<file path="src/rtl/mtm_alu_sequencer.sv">
// mtm_alu_sequencer: front-end controller for the mtm_Alu_core datapath.
// Accepts A/B/OP/CRC packets over valid/ready, validates them, then either
// returns an error frame or issues the op to the core and returns its result.
// Ports:
//   clk, rst_n                  clock, async active-low reset
//   in_valid/in_ready           packet handshake from the deserializer
//   in_a, in_b, in_op, in_crc   packet fields
//   in_err                      deserializer error for this packet
//   core_a, core_b, core_ctl    operands and CTL to the core
//   core_c, core_ctl_out        core result and {0, flags, crc3}
//   out_valid/out_ready         response handshake to the serializer
//   out_c, out_ctl, out_is_err  response payload
//   busy                        not idle
//   op_cnt, err_cnt             completed good / error responses
// Optional feature macro: MTM_ALU_SEQ_STATS_EN enables the two counters;
// when undefined they read 0 and no counter flops exist.
module mtm_alu_sequencer #(
    parameter int unsigned CORE_LAT = 1
) (
    input  logic        clk,
    input  logic        rst_n,
    input  logic        in_valid,
    output logic        in_ready,
    input  logic [31:0] in_a,
    input  logic [31:0] in_b,
    input  logic [2:0]  in_op,
    input  logic [3:0]  in_crc,
    input  logic        in_err,
    output logic [31:0] core_a,
    output logic [31:0] core_b,
    output logic [7:0]  core_ctl,
    input  logic [31:0] core_c,
    input  logic [7:0]  core_ctl_out,
    output logic        out_valid,
    input  logic        out_ready,
    output logic [31:0] out_c,
    output logic [7:0]  out_ctl,
    output logic        out_is_err,
    output logic        busy,
    output logic [15:0] op_cnt,
    output logic [15:0] err_cnt
);

    typedef enum logic [2:0] {
        S_IDLE,
        S_CHECK,
        S_ISSUE,
        S_WAIT,
        S_HOLD
    } state_e;

    localparam logic [7:0] ERR_DATA = 8'hC9;
    localparam logic [7:0] ERR_CRC  = 8'hA5;
    localparam logic [7:0] ERR_OP   = 8'h93;
    // Idle CTL value: the core passes its flags through untouched.
    localparam logic [7:0] CTL_PASS = 8'hA5;
    localparam logic [3:0] LAT      = 4'(CORE_LAT);

    // Serial CRC, x^4+x+1, init 0, MSB of the vector shifted in first.
    function automatic logic [3:0] crc4(input logic [67:0] d);
        logic [3:0] c;
        logic       fb;
        c = 4'h0;
        for (int i = 67; i >= 0; i--) begin
            fb = c[3] ^ d[i];
            c  = {c[2:0], 1'b0};
            if (fb) begin
                c = c ^ 4'b0011;
            end
        end
        return c;
    endfunction

    function automatic logic op_legal(input logic [2:0] op);
        return (op == 3'b000) || (op == 3'b001) ||
               (op == 3'b100) || (op == 3'b101);
    endfunction

    state_e      state_q, state_d;
    logic [31:0] pkt_a_q, pkt_a_d;
    logic [31:0] pkt_b_q, pkt_b_d;
    logic [2:0]  pkt_op_q, pkt_op_d;
    logic [3:0]  pkt_crc_q, pkt_crc_d;
    logic        pkt_err_q, pkt_err_d;
    logic [31:0] core_a_q, core_a_d;
    logic [31:0] core_b_q, core_b_d;
    logic [7:0]  core_ctl_q, core_ctl_d;
    logic [3:0]  wait_q, wait_d;
    logic [31:0] out_c_q, out_c_d;
    logic [7:0]  out_ctl_q, out_ctl_d;
    logic        out_is_err_q, out_is_err_d;
    logic        out_valid_q, out_valid_d;
    logic        busy_q, busy_d;

    logic        accept;
    logic        out_hs;
    logic        crc_bad;
    logic        pkt_bad;
    logic [7:0]  err_code;

    // Gated by rst_n so nothing is accepted while reset is held, yet
    // ready is up in the very first cycle after release.
    assign in_ready = (state_q == S_IDLE) && rst_n;
    assign accept   = in_valid && in_ready;
    assign out_hs   = out_valid_q && out_ready;

    assign crc_bad = crc4({pkt_b_q, pkt_a_q, 1'b1, pkt_op_q}) != pkt_crc_q;
    assign pkt_bad = pkt_err_q || crc_bad || !op_legal(pkt_op_q);

    // Data error beats CRC error beats opcode error.
    always_comb begin
        err_code = ERR_OP;
        if (pkt_err_q) begin
            err_code = ERR_DATA;
        end else if (crc_bad) begin
            err_code = ERR_CRC;
        end
    end

    always_comb begin
        state_d      = state_q;
        pkt_a_d      = pkt_a_q;
        pkt_b_d      = pkt_b_q;
        pkt_op_d     = pkt_op_q;
        pkt_crc_d    = pkt_crc_q;
        pkt_err_d    = pkt_err_q;
        core_a_d     = core_a_q;
        core_b_d     = core_b_q;
        core_ctl_d   = CTL_PASS;
        wait_d       = wait_q;
        out_c_d      = out_c_q;
        out_ctl_d    = out_ctl_q;
        out_is_err_d = out_is_err_q;

        unique case (state_q)
            S_IDLE: begin
                if (accept) begin
                    pkt_a_d   = in_a;
                    pkt_b_d   = in_b;
                    pkt_op_d  = in_op;
                    pkt_crc_d = in_crc;
                    pkt_err_d = in_err;
                    state_d   = S_CHECK;
                end
            end
            S_CHECK: begin
                if (pkt_bad) begin
                    out_c_d      = 32'h0;
                    out_ctl_d    = err_code;
                    out_is_err_d = 1'b1;
                    state_d      = S_HOLD;
                end else begin
                    // Operands are registered here so they are stable
                    // for the whole ISSUE cycle the core samples.
                    core_a_d   = pkt_a_q;
                    core_b_d   = pkt_b_q;
                    core_ctl_d = {1'b0, pkt_op_q, pkt_crc_q};
                    state_d    = S_ISSUE;
                end
            end
            S_ISSUE: begin
                wait_d  = LAT;
                state_d = S_WAIT;
            end
            S_WAIT: begin
                if (wait_q <= 4'd1) begin
                    out_c_d      = core_c;
                    out_ctl_d    = core_ctl_out;
                    out_is_err_d = 1'b0;
                    state_d      = S_HOLD;
                end else begin
                    wait_d = wait_q - 4'd1;
                end
            end
            S_HOLD: begin
                if (out_ready) begin
                    state_d = S_IDLE;
                end
            end
            default: begin
                state_d = S_IDLE;
            end
        endcase

        out_valid_d = (state_d == S_HOLD);
        busy_d      = (state_d != S_IDLE);
    end

    always_ff @(posedge clk or negedge rst_n) begin
        if (!rst_n) begin
            state_q      <= S_IDLE;
            pkt_a_q      <= 32'h0;
            pkt_b_q      <= 32'h0;
            pkt_op_q     <= 3'h0;
            pkt_crc_q    <= 4'h0;
            pkt_err_q    <= 1'b0;
            core_a_q     <= 32'h0;
            core_b_q     <= 32'h0;
            core_ctl_q   <= CTL_PASS;
            wait_q       <= 4'h0;
            out_c_q      <= 32'h0;
            out_ctl_q    <= 8'h0;
            out_is_err_q <= 1'b0;
            out_valid_q  <= 1'b0;
            busy_q       <= 1'b0;
        end else begin
            state_q      <= state_d;
            pkt_a_q      <= pkt_a_d;
            pkt_b_q      <= pkt_b_d;
            pkt_op_q     <= pkt_op_d;
            pkt_crc_q    <= pkt_crc_d;
            pkt_err_q    <= pkt_err_d;
            core_a_q     <= core_a_d;
            core_b_q     <= core_b_d;
            core_ctl_q   <= core_ctl_d;
            wait_q       <= wait_d;
            out_c_q      <= out_c_d;
            out_ctl_q    <= out_ctl_d;
            out_is_err_q <= out_is_err_d;
            out_valid_q  <= out_valid_d;
            busy_q       <= busy_d;
        end
    end

    assign core_a     = core_a_q;
    assign core_b     = core_b_q;
    assign core_ctl   = core_ctl_q;
    assign out_c      = out_c_q;
    assign out_ctl    = out_ctl_q;
    assign out_is_err = out_is_err_q;
    assign out_valid  = out_valid_q;
    assign busy       = busy_q;

`ifdef MTM_ALU_SEQ_STATS_EN
    logic [15:0] op_cnt_q, op_cnt_d;
    logic [15:0] err_cnt_q, err_cnt_d;

    // Saturating counts of completed responses, cleared only by reset.
    always_comb begin
        op_cnt_d  = op_cnt_q;
        err_cnt_d = err_cnt_q;
        if (out_hs) begin
            if (out_is_err_q) begin
                if (err_cnt_q != 16'hFFFF) begin
                    err_cnt_d = err_cnt_q + 16'd1;
                end
            end else begin
                if (op_cnt_q != 16'hFFFF) begin
                    op_cnt_d = op_cnt_q + 16'd1;
                end
            end
        end
    end

    always_ff @(posedge clk or negedge rst_n) begin
        if (!rst_n) begin
            op_cnt_q  <= 16'h0;
            err_cnt_q <= 16'h0;
        end else begin
            op_cnt_q  <= op_cnt_d;
            err_cnt_q <= err_cnt_d;
        end
    end

    assign op_cnt  = op_cnt_q;
    assign err_cnt = err_cnt_q;
`else
    logic unused_hs;
    assign unused_hs = out_hs;
    assign op_cnt    = 16'h0;
    assign err_cnt   = 16'h0;
`endif

endmodule
</file>
<file path="config.mk">
export PLATFORM = sky130hd
export DESIGN_NAME = mtm_alu_sequencer
export DESIGN_NICKNAME = d
export VERILOG_FILES = /design/src/rtl/mtm_alu_sequencer.sv
export SDC_FILE = /design/constraint.sdc
export NUM_CORES = 1
export LEC_CHECK = 0
export ABC_AREA = 1
export BUFFER_PORTS_ARGS = -buffer_cell sky130_fd_sc_hd__buf_2
export CAP_MARGIN = 40
export CELL_PAD_IN_SITES_DETAIL_PLACEMENT = 2
export CELL_PAD_IN_SITES_GLOBAL_PLACEMENT = 2
export CORE_MARGIN = 2
export CORE_UTILIZATION = 32
export CTS_BUF_LIST = sky130_fd_sc_hd__clkbuf_16
export DETAILED_ROUTE_END_ITERATION = 7
export GPL_TIMING_DRIVEN = 1
export PLACE_DENSITY_LB_ADDON = 0.1
export SYNTH_ARGS = -nofsm -noshare
export SYNTH_HDL_FRONTEND = slang
export SYNTH_SLANG_ARGS = --single-unit
</file>
<file path="constraint.sdc">
create_clock -name clk -period 13.7 [get_ports clk]
set_clock_uncertainty 0.1 [all_clocks]
set_input_delay 1.37 -clock clk [delete_from_list [all_inputs] [get_ports clk]]
set_output_delay 1.37 -clock clk [all_outputs]
set_load 0.05 [all_outputs]
</file>
==> metrics list, run 1 <==
- After detailed routing, the total wire length is 34500 um.
- Post-CTS timing repair inserted 0 buffers for setup.
- Among all flip-flop cells after synthesis, the most frequent one is sky130_fd_sc_hd__dfrtp_1.
* Critical Path Slowest Stage Cell: sky130_fd_sc_hd__buf_4
- Reg-to-reg critical path startpoint: pkt_b_q[29]
- In this run the critical register-to-register path is captured at core_ctl[3].
- Worst-Margin Slew: 913 ps
* Drt drc: 0
* Path type of the worst setup path: flip-flop to flip-flop
- Vias after detailed routing: 10113
- Buffers inserted to repair hold after CTS numbered 0.
- Instance count on the critical path: 65
- Final weighted congestion in routability-driven placement: 0.803
- In this run, synthesis inferred 0 flip-flops with an integrated enable.
- In this run the most critical hold path is launched from core_b[5].
* Clock tree sinks: 194
- The via count of the first global-routing pass is 11086.
- Total of max-cap violations: 0
- Final-stage net count: 1795
- Max Transition Viols Final: 0
- Initial standard-cell utilization of the core: 32.4%
- In the final routed layout, each cell accounts on average for 16.2 um.
- Run status: finished clean
- Global-route wire length before repair: 56900 um
* Die extent in y: 185 um
* Fmax: 124 MHz
- Final total negative setup slack: 0 ps
- The first detailed-routing pass ran for 4 iterations.
- Crit Path Max Fanout: 42
- Critical Path Source Type: flip-flop
- The smallest clock period supported by the final layout is computed as 8060 ps.
* Pre-CTS WS: 5590 ps
- The share of the Yosys chip area taken by registers is 46.3%.
- After legalization and detailed placement, the total HPWL measured 26100 um.
* Proportion of synthesized flip-flops having asynchronous set or reset: 100%
- For the worst setup path, the data required time is 13900 ps.
- The number of gates resized after CTS was 0.
- In this run the worst setup path begins at pkt_b_q[29].
- The worst setup path is captured at a flip-flop.
* Worst stage delay on the critical path: 550 ps
* Register-to-register setup slack: 5640 ps
- Detail Route Antenna Nets: 0
* Number of placed I/O pins: 264
- Via density per instance: 4.74
- Antenna violations before repair: 3
- The synthesized design contains 194 register bits.
- In the finished design, the share of the clock period the worst path needs comes to 58.9%.
- At the later pin of the worst-skew pair, clock insertion delay measures 450 ps.
- Worst min path class: flip-flop to flip-flop
* Clock tree from TritonCTS: yes
- The total overflow left after global routing is 0.
- Pin count of the biggest net entering global routing: 82
- Rel. slew slack: 38.6%
- After the first detailed-routing iteration, the DRC count stood at 346.
- Number of cells traversed by the worst register-to-register path: 65
- Share of layout cells above drive strength 1: 20.4%
- Global routing consumed, over all layers together, 21.0% of the routing resources.
* Mapped Cells: 1460
- Num CTS Buffers: 17
- Setup violations remaining at the end of the flow were counted as 0.
- Final hold viol count: 0
- Critical Path Sink: core_ctl[3]
* Core outline area: 32400 um2
- CTS placed an instance of sky130_fd_sc_hd__clkbuf_16 at the clock tree root.
- Post-CTS clock slew at the launch and capture registers of the worst setup and hold paths: 70 ps
* Final non-filler cell area: 12600 um2
- Data on the critical path arrives at its endpoint at 8260 ps.
* DIE AREA: 34200 um2
- After detailed placement, the total cell area comes to 12000 um2.
- Critical Path Most Common Cell: sky130_fd_sc_hd__nand2_1
- The critical path contains buffers and inverters numbering 6 combined.
- From synthesis to final layout, the design area changed by 19.7%.
- Horizontal die dimension: 185 um
* Maximum clock path buffer count: 2
- The average instance in the mapped netlist occupies 7.18 um2.
- Number of distinct standard cells referenced by the synthesized netlist: 30
- Buffers placed on the I/O ports in this run total 231.
- Summing every instance area after synthesis gives 10500 um2.
- Final WS setup: 5640 ps
- Yosys printed 0 warnings.
- In this run the number of H-tree levels came out at 4.
- CP delay by family, top: simple AND/OR/NAND/NOR gates
- Setup repair after global routing missed its margin: false
* Std-Cell Rows: 66
## synthesized netlist by cell type (4+ instances only)
cell	number	area share (%)
sky130_fd_sc_hd__dfstp_2	4	1.0
sky130_fd_sc_hd__mux2_2	16	1.7
sky130_fd_sc_hd__inv_2	16	0.57
sky130_fd_sc_hd__clkbuf_1	22	0.79
sky130_fd_sc_hd__a21oi_1	59	2.8
sky130_fd_sc_hd__xor2_1	8	0.67
sky130_fd_sc_hd__nand2_1	599	21
sky130_fd_sc_hd__buf_4	36	2.6
sky130_fd_sc_hd__nand3b_1	14	1.0
sky130_fd_sc_hd__nand3_1	186	8.9
sky130_fd_sc_hd__inv_1	133	4.8
sky130_fd_sc_hd__nor2_1	109	3.9
sky130_fd_sc_hd__nand2_2	29	1.7
sky130_fd_sc_hd__buf_6	5	0.54
sky130_fd_sc_hd__buf_2	13	0.62
sky130_fd_sc_hd__dfrtp_1	190	45
## state kept, by name, summed over array words and instances, names as in the netlist
signal,count
pkt_crc_q,4
out_valid,1
wait_q,4
pkt_op_q,3
pkt_err_q,1
core_b,32
core_a,32
state_q,3
out_is_err,1
core_ctl,8
out_ctl,8
pkt_b_q,32
pkt_a_q,32
busy,1
out_c,32
## layer usage
metal / wire length [um] / track usage [%] / vias to the layer above
li1: - / - / 4886
met1: 15700 / 26.5 / 5030
met2: 17300 / 37.4 / 166
met3: 1090 / 3.83 / 27
met4: 402 / 4.60 / 4
met5: 24 / 0 / -
## placed cells by master, fill, tap and decap left out, types with 2 or more instances in the layout
master and count:
sky130_fd_sc_hd__a21oi_1 59, sky130_fd_sc_hd__ha_1 2, sky130_fd_sc_hd__clkbuf_16 17, sky130_fd_sc_hd__nor2_4 2, sky130_fd_sc_hd__bufinv_16 2, sky130_fd_sc_hd__dfrtp_1 190
sky130_fd_sc_hd__nand2_4 3, sky130_fd_sc_hd__o21ai_0 2, sky130_fd_sc_hd__nand3b_1 14, sky130_fd_sc_hd__inv_1 135, sky130_fd_sc_hd__buf_16 2, sky130_fd_sc_hd__nor2_1 109
sky130_fd_sc_hd__dfstp_2 4, sky130_fd_sc_hd__buf_4 10, sky130_fd_sc_hd__clkinv_2 3, sky130_fd_sc_hd__inv_6 3, sky130_fd_sc_hd__xor2_1 8, sky130_fd_sc_hd__buf_2 230
sky130_fd_sc_hd__clkinv_1 4, sky130_fd_sc_hd__mux2_2 16, sky130_fd_sc_hd__nand3_1 186, sky130_fd_sc_hd__conb_1 32, sky130_fd_sc_hd__inv_2 16, sky130_fd_sc_hd__nand2_1 598
sky130_fd_sc_hd__nand2_2 29, sky130_fd_sc_hd__clkinv_4 2, sky130_fd_sc_hd__nor3_1 2, sky130_fd_sc_hd__or2_2 2
## layout make-up
| type | count | area [um2] |
|---|---|---|
| clock buffers | 17 | 425 |
| inverters | 151 | 567 |
| well taps | 442 | 553 |
| diodes | 1 | 2.50 |
| repair buffers | 243 | 1290 |
| clock inverters | 15 | 141 |
| fillers | 3929 | 19800 |
| flip-flops and latches | 194 | 4860 |
| multi-input cells | 1070 | 4710 |
## worst register-to-register path: cells and delay by family (launching register included)
family	cells	cell delay [ps]
buffers and inverters	6	1320
DFF	1	440
and+or+nand+nor	59	6090
## kinds of logic (layout without fill, tap and decap cells)
family,Yosys count,after routing,synth area share (%)
AO/OA/AOI/OAI,63,63,3.04
XOR/XNOR,8,8,0.668
adder cells (fa/ha/maj),2,2,0.239
buffers and inverters,227,426,9.93
flip-flops,194,194,46.3
multiplexers,16,16,1.72
other,1,33,0.0358
AND/OR/NAND/NOR,949,949,38.0
## worst min-delay path by stage
stage,end,slack [ps],depth (start not counted)
floorplan,core_ctl[2],360,2
global placement,core_a[4],350,2
detailed placement,core_b[5],360,2
CTS,core_b[5],370,2
global route,core_a[4],400,2
finish,core_b[5],370,2
## metrics by stage
| step | hold slack (ps) | std cells | util, % |
|---|---|---|---|
| floorplan | 361 | 1491 | - |
| finish | 368 | 2133 | 38.8 |
| detailed placement | 357 | 2100 | 37.0 |
| global route | 399 | 2133 | 38.8 |
| CTS | 374 | 2132 | 38.8 |
| global placement | 352 | 2098 | 36.8 |
Power of run 1 is left out: the tool's default activity adds up to more than one toggle a clock period on the data nets, which glitch-free logic cannot reach.
==> run 2: changes to the inputs <==
Settings changed: CORE_UTILIZATION 32 to 29.
Clock period 13.7 ns to 7.7 ns, I/O delays scaled along.
==> run 2 against run 1 <==
Global-route usage is 1.8 points lower. Sequential cell count stayed put. Maximum frequency is 11% higher. Register-to-register slack worse by 5200 ps. Utilization is 0.088 points higher. Non-clock buffer count is 26 higher. Wire length is 14% higher.
==> metrics list, run 2 (same netlist as run 1, synthesis figures left out) <==
* Share of layout cells above drive strength 1: 33.7% (+13 points)
- Among cell families on the critical path, the largest total delay comes from simple AND/OR/NAND/NOR gates.
- CTS Hold Bufs: 0 (unchanged)
- Fmax: 137 MHz (+11%)
- Vias after detailed routing: 10266 (+1.5%)
- Final WS setup: 409 ps (-5230 ps)
- The worst path buffer plus inverter count came to 11 (+5).
- The actual slew at the worst max-slew pin came to 826 ps (-87.8 ps).
- The via count of the first global-routing pass came to 11092 (+0.054%).
- Critical Path Source Type: flip-flop
- The final period utilization is 94.7% (+36 points).
* Max Transition Viols Final: 0 (unchanged)
* Detail Route Antenna Nets: 0 (unchanged)
- Minimum clock period after layout: 7290 ps (-773 ps)
- The effective utilization at floorplan was 29.5% (-2.9 points).
- Routed len/inst: 18.0 um (+11%)
- DIE AREA: 37700 um2 (+10%)
* Rel. slew slack: 45.0% (+6.3 points)
- The path class of the tightest hold or removal check is primary input to async pin.
- Post-DP HPWL: 26100 um (-0.18%)
- Final hold viol count: 0 (unchanged)
- The number of fillers in the final layout is 4156 (+5.8%).
- The delay contributed by the slowest stage of the critical path was 470 ps (-80 ps).
* Global-route congestion overflow total: 0 (unchanged)
- Area growth from synthesis to layout: 31.8%
- The setup slack after placement was -90.2 ps (-5680 ps).
* Pin count of the biggest net entering global routing: 68 (-17%)
- The number of antenna violations at the first check in global routing came to 7 (+4).
* Final weighted congestion in routability-driven placement: 0.784 (-2.5%)
- For this design, the slowest cell found on the critical path is sky130_fd_sc_hd__dfrtp_2.
- The flow ran to the end, and the final reports show no timing, DRC or antenna violations.
* Core outline area: 35600 um2 (+9.9%)
* Critical Path Start: pkt_b_q[31]
* Setup-failing EPs final: 0 (unchanged)
- Maximum clock path buffer count: 2 (unchanged)
- The number of detailed-route iterations in the first pass was 4 (unchanged).
- Crit Path Max Fanout: 8 (-81%)
- Leaving out fill and tap cells, the most frequent cell in the layout is sky130_fd_sc_hd__nand2_1.
- Std-Cell Rows: 69 (+4.5%)
- The post-detailed-routing wire length was 39200 um (+14%).
- The most numerous cell type found on the critical path is sky130_fd_sc_hd__nand2_1.
* Sort of element at the end of the critical path: flip-flop
- Clock tree sinks: 194 (unchanged)
- In the layout the commonest cells are sky130_fd_sc_hd__nand2_1, sky130_fd_sc_hd__buf_2, sky130_fd_sc_hd__dfrtp_1.
* Total of max-cap violations: 0 (unchanged)
- The number of DRC violations after detailed routing came to 0 (unchanged).
- Reg-to-reg critical path startpoint: pkt_b_q[31]
- Num CTS Buffers: 17 (unchanged)
* Number of I/O port buffers: 231 (unchanged)
* Master cell of the clock root buffer: sky130_fd_sc_hd__clkbuf_16
* Final-stage net count: 1823 (+1.6%)
* Via density per instance: 4.70 (-0.77%)
* Required time of the worst setup path: 8000 ps (-5900 ps)
* All-layer global routing usage: 19.2% (-1.8 points)
- Clock tree from TritonCTS: yes
- The area used by sequential logic in the layout is 4860 um2 (+0.10%).
- Clock network latency to the later pin of the worst-skew pair: 460 ps (about the same)
- The wire length of the first global-routing pass came to 58300 um (+2.4%).
- The I/O pin total was 264 (unchanged).
* Area of the multi-input gates: 5540 um2 (+18%)
* Number of DRC markers in iteration 0: 315 (-9.0%)
- The die boundary width came to 194 um (+4.9%).
- Path type of the worst setup path: flip-flop to flip-flop
* Data arrival time of the critical path: 7590 ps (-670 ps)
* Die extent in y: 194 um (+4.9%)
- H-tree Lvls: 4 (unchanged)
- The post-CTS clock slew at the launch and capture registers of the worst setup and hold paths was 70 ps (about the same).
[run 2: cell count changes in the layout (fill, tap and decap cells not counted), sizes merged]
cell    delta
clkbuf     +5
clkinv     -2
inv        -1
buf       +21
bufinv     +3
diode      +4
[run 2: layout make-up]
cell class                      instances  area share (%)
Tap cell                              461            4.17
Antenna cell                            5          0.0905
Timing Repair Buffer                  269            11.6
Clock buffer                           17            3.08
Inverter                              151            4.21
Clock inverter                         13            1.52
Timing Repair inverter                  2           0.127
Multi-Input combinational cell       1070            40.0
Sequential cell                       194            35.2
[run 2: through the flow]
| stage | util, % | hold slack [ps] | area, um2 | instances | TNS (ps) |
|---|---|---|---|---|---|
| CTS | 35.5 | 118 | 12600 | 2149 | 0 |
| floorplan | - | 361 | 10600 | 1491 | 0 |
| global placement | 33.7 | 351 | 12000 | 2118 | 0 |
| global route | 38.8 | 130 | 13800 | 2179 | -21340 |
| detailed placement | 33.7 | 360 | 12000 | 2119 | -2810 |
| finish | 38.9 | 125 | 13800 | 2182 | 0 |
[run 2: repair_timing]
| item | 4_1_cts | 5_1_grt |
|---|---|---|
| buffers inserted | 0 | 18 |
| pin swaps | 0 | 55 |
| gates cloned | 0 | 10 |
| gates resized for setup | 2 | 243 |
| setup endpoints to repair | 44 | 117 |
[run 2: worst paths after layout]
| kind | endpoint | depth (start not counted) | slack (ps) |
|---|---|---|---|
| min reg2reg | core_a[15] | 2 | 370 |
| min | core_a[10] | 1 | 130 |
| max in group asynchronous | pkt_b_q[29] | 3 | 5480 |
| max | core_b[21] | 68 | 410 |
| max reg2reg | core_b[21] | 68 | 410 |
| min in group clk | core_a[15] | 2 | 370 |
[run 2: routing by layer]
| layer | global-route usage, % | routed length [um] | part of all wire (%) | vias up |
|---|---|---|---|---|
| met1 | 23.9 | 16800 | 43 | 5088 |
| met4 | 4.77 | 813 | 2.1 | 4 |
| met2 | 34.2 | 19800 | 51 | 173 |
| met3 | 3.72 | 1660 | 4.2 | 44 |
| li1 | - | - | - | 4957 |
| met5 | 0 | 23 | 0.059 | - |
Power of run 2 is left out for the same reason.
==> run 3: changes to the inputs <==
Settings changed: CELL_PAD_IN_SITES_DETAIL_PLACEMENT 2 to 1, CORE_UTILIZATION 29 to 30, CTS_BUF_LIST sky130_fd_sc_hd__clkbuf_16 to sky130_fd_sc_hd__clkbuf_8, SKIP_CTS_REPAIR_TIMING set to 1.
==> run 3 against run 2 <==
Cell count fell by 0.64%. Global-route usage fell by 1.1 points. Sequential share of layout area rose by 1.0 points. Maximum frequency rose by 3.9%. Utilization rose by 0.091 points. Critical path type unchanged. Wire length fell by 12%. Highest routed layer unchanged. First-iteration DRC count fell by 2.2%. Count of clock-buffer cells in the layout did not move.
==> metrics list, run 3 (same netlist as run 1, synthesis figures left out) <==
- The flow ran to the end, and the final reports show no timing, DRC or antenna violations.
- The biggest fanout along the worst timing path is 11 (+3).
* Critical Path Most Common Cell: sky130_fd_sc_hd__nand2_1
- The met3 routing resource usage after global routing was 2.99% (-0.73 points).
- The clock insertion delay at the later pin of the skew report was 510 ps (+50 ps).
- Sort of element at the end of the critical path: flip-flop
* Drt drc: 0 (unchanged)
- Routed len/inst: 16.0 um (-11%)
* Worst-Margin Slew: 913 ps (+87.6 ps)
- The worst path arrival time came to 7330 ps (-260 ps).
- Clock tree sinks: 194 (unchanged)
* H-tree Lvls: 4 (unchanged)
* Filler cell count: 4389 (+5.6%)
* Die extent in y: 191 um (-1.6%)
- Final non-filler cell area: 13400 um2 (-2.9%)
- The number of max-slew violations in the final report was 0 (unchanged).
- DIE AREA: 36500 um2 (-3.3%)
- Met1 GRT Util: 24.3% (+0.46 points)
- Rel. slew slack: 39.1% (-5.8 points)
* Antenna violations before repair: 1 (-6)
- The number of buffers added by the clock tree synthesis step is 17 (unchanged).
- Clock tree from TritonCTS: yes
- Cell count after placement: 2114 (-0.24%)
* Number of DRC markers in iteration 0: 308 (-2.2%)
- The largest net degree at the start of global routing was 141 (+110%).
* Fmax: 142 MHz (+3.9%)
* Vias after detailed routing: 9940 (-3.2%)
* Post-CTS clock slew at the launch and capture registers of the worst setup and hold paths: 110 ps (+40 ps)
* Tcrit/Tclk final: 91.2% (-3.5 points)
- Setup-failing EPs final: 0 (unchanged)
- Register-to-register setup slack: 680 ps (+270 ps)
- Most used routing layer: met2
- The core area was 34500 um2 (-3.1%).
- Maximum clock path buffer count: 2 (unchanged)
- The I/O pin total is 264 (unchanged).
- Clock tree synthesis selected as its root buffer the cell sky130_fd_sc_hd__clkbuf_8.
* Vias in the first global route: 10011 (-9.7%)
- The setup slack after placement is 159 ps (+249 ps).
- The setup path with the least slack is of type flip-flop to flip-flop.
* Most common library cell in the layout ignoring fill and taps: sky130_fd_sc_hd__nand2_1
* Detailed Routing Iterations Pass 1: 4 (unchanged)
- The data required time of the critical path is 8010 ps (about the same).
- The library cells used most frequently in the layout, excluding fill and tap cells, are sky130_fd_sc_hd__nand2_1, sky130_fd_sc_hd__buf_2, sky130_fd_sc_hd__dfrtp_1.
* End of the worst register-to-register path: core_a[1]
- The routability-driven placement congestion ratio came to 0.767 (-2.1%).
- The depth of the most critical reg-to-reg path was 73 (+7.4%).
- The final hold violation count came to 0 (unchanged).
- From synthesis to final layout, the design area changed by 28.0%.
- Via density per instance: 4.58 (-2.6%)
- All-layer global routing usage: 18.1% (-1.1 points)
- The post-detailed-routing wire length came to 34600 um (-12%).
- Total buffers and inverters traversed by the critical path: 13 (+2)
- The slowest stage of the critical path is the sky130_fd_sc_hd__dfrtp_1 cell.
* Final WS setup: 679 ps (+271 ps)
- STA classifies the critical path startpoint as a flip-flop.
- CP delay by family, top: simple AND/OR/NAND/NOR gates
- Global-route wire length before repair: 52200 um (-10%)
- The placed instance area came to 12000 um2 (+0.17%).
* Worst stage delay on the critical path: 420 ps (-50 ps)
- The area used by sequential logic in the layout is 4860 um2 (about the same).
- The number of buffers inserted by port buffering is 231 (unchanged).
- Non-Filler Instances: 2168 (-0.64%)
- Global-route congestion overflow total: 0 (unchanged)
* Worst min path class: primary input to async pin
- Initial standard-cell utilization of the core: 30.4% (+0.95 points)
- Detail Route Antenna Nets: 0 (unchanged)
* Share of layout cells above drive strength 1: 31.0% (-2.7 points)
- Horizontal die dimension: 191 um (-1.6%)
* Minimum clock period after layout: 7020 ps (-271 ps)
- Reg-to-reg critical path startpoint: pkt_b_q[29]
- The site row count is 68 (-1.4%).
- Area of the multi-input gates: 5380 um2 (-2.8%)
- The total of max-cap violations was 0 (unchanged).
- The layout net count came to 1817 (-0.33%).
- The met2 capacity usage during global routing is 30.6% (-3.6 points).
* Post-DP HPWL: 24300 um (-6.7%)
[run 3: worst max path at each step]
stage,from,endpoint,cells after the start
after global placement,pkt_b_q[29],core_b[13],65
final,pkt_b_q[29],core_a[1],73
after detailed placement,pkt_b_q[29],core_a[26],65
after CTS,pkt_b_q[29],core_b[26],65
after floorplan,pkt_b_q[29],out_c[10],69
after global routing,pkt_b_q[29],core_b[2],74
[run 3: through the flow]
| step | hold slack (ps) | util [%] | setup TNS (ps) |
|---|---|---|---|
| after floorplan | 361 | - | 0 |
| after global placement | 351 | 34.8 | 0 |
| after detailed placement | 354 | 34.9 | 0 |
| after CTS | 106 | 36.0 | 0 |
| after global routing | 112 | 38.9 | -12410 |
| final | 116 | 39.0 | 0 |
[run 3: worst register-to-register path: cells and delay by family, from the launching register on]
| kind | cells | cell delay, ps |
|---|---|---|
| DFF | 1 | 420 |
| and+or+nand+nor | 60 | 5390 |
| buffers and inverters | 13 | 1020 |
[run 3: cell type report]
type	instances	area share, %
Inverter	151	4.33
Timing Repair inverter	1	0.0652
Clock inverter	15	1.12
Timing Repair Buffer	264	12.1
Antenna cell	1	0.0186
Sequential cell	194	36.2
Multi-Input combinational cell	1070	40.1
Tap cell	455	4.24
Clock buffer	17	1.74
[run 3: per-layer routing]
layer / vias up / part of all wire (%)
met4: 2 / 0.76
li1: 4951 / -
met3: 16 / 4.0
met5: - / 0.020
met2: 159 / 49
met1: 4812 / 46
Power of run 3 is left out for the same reason.
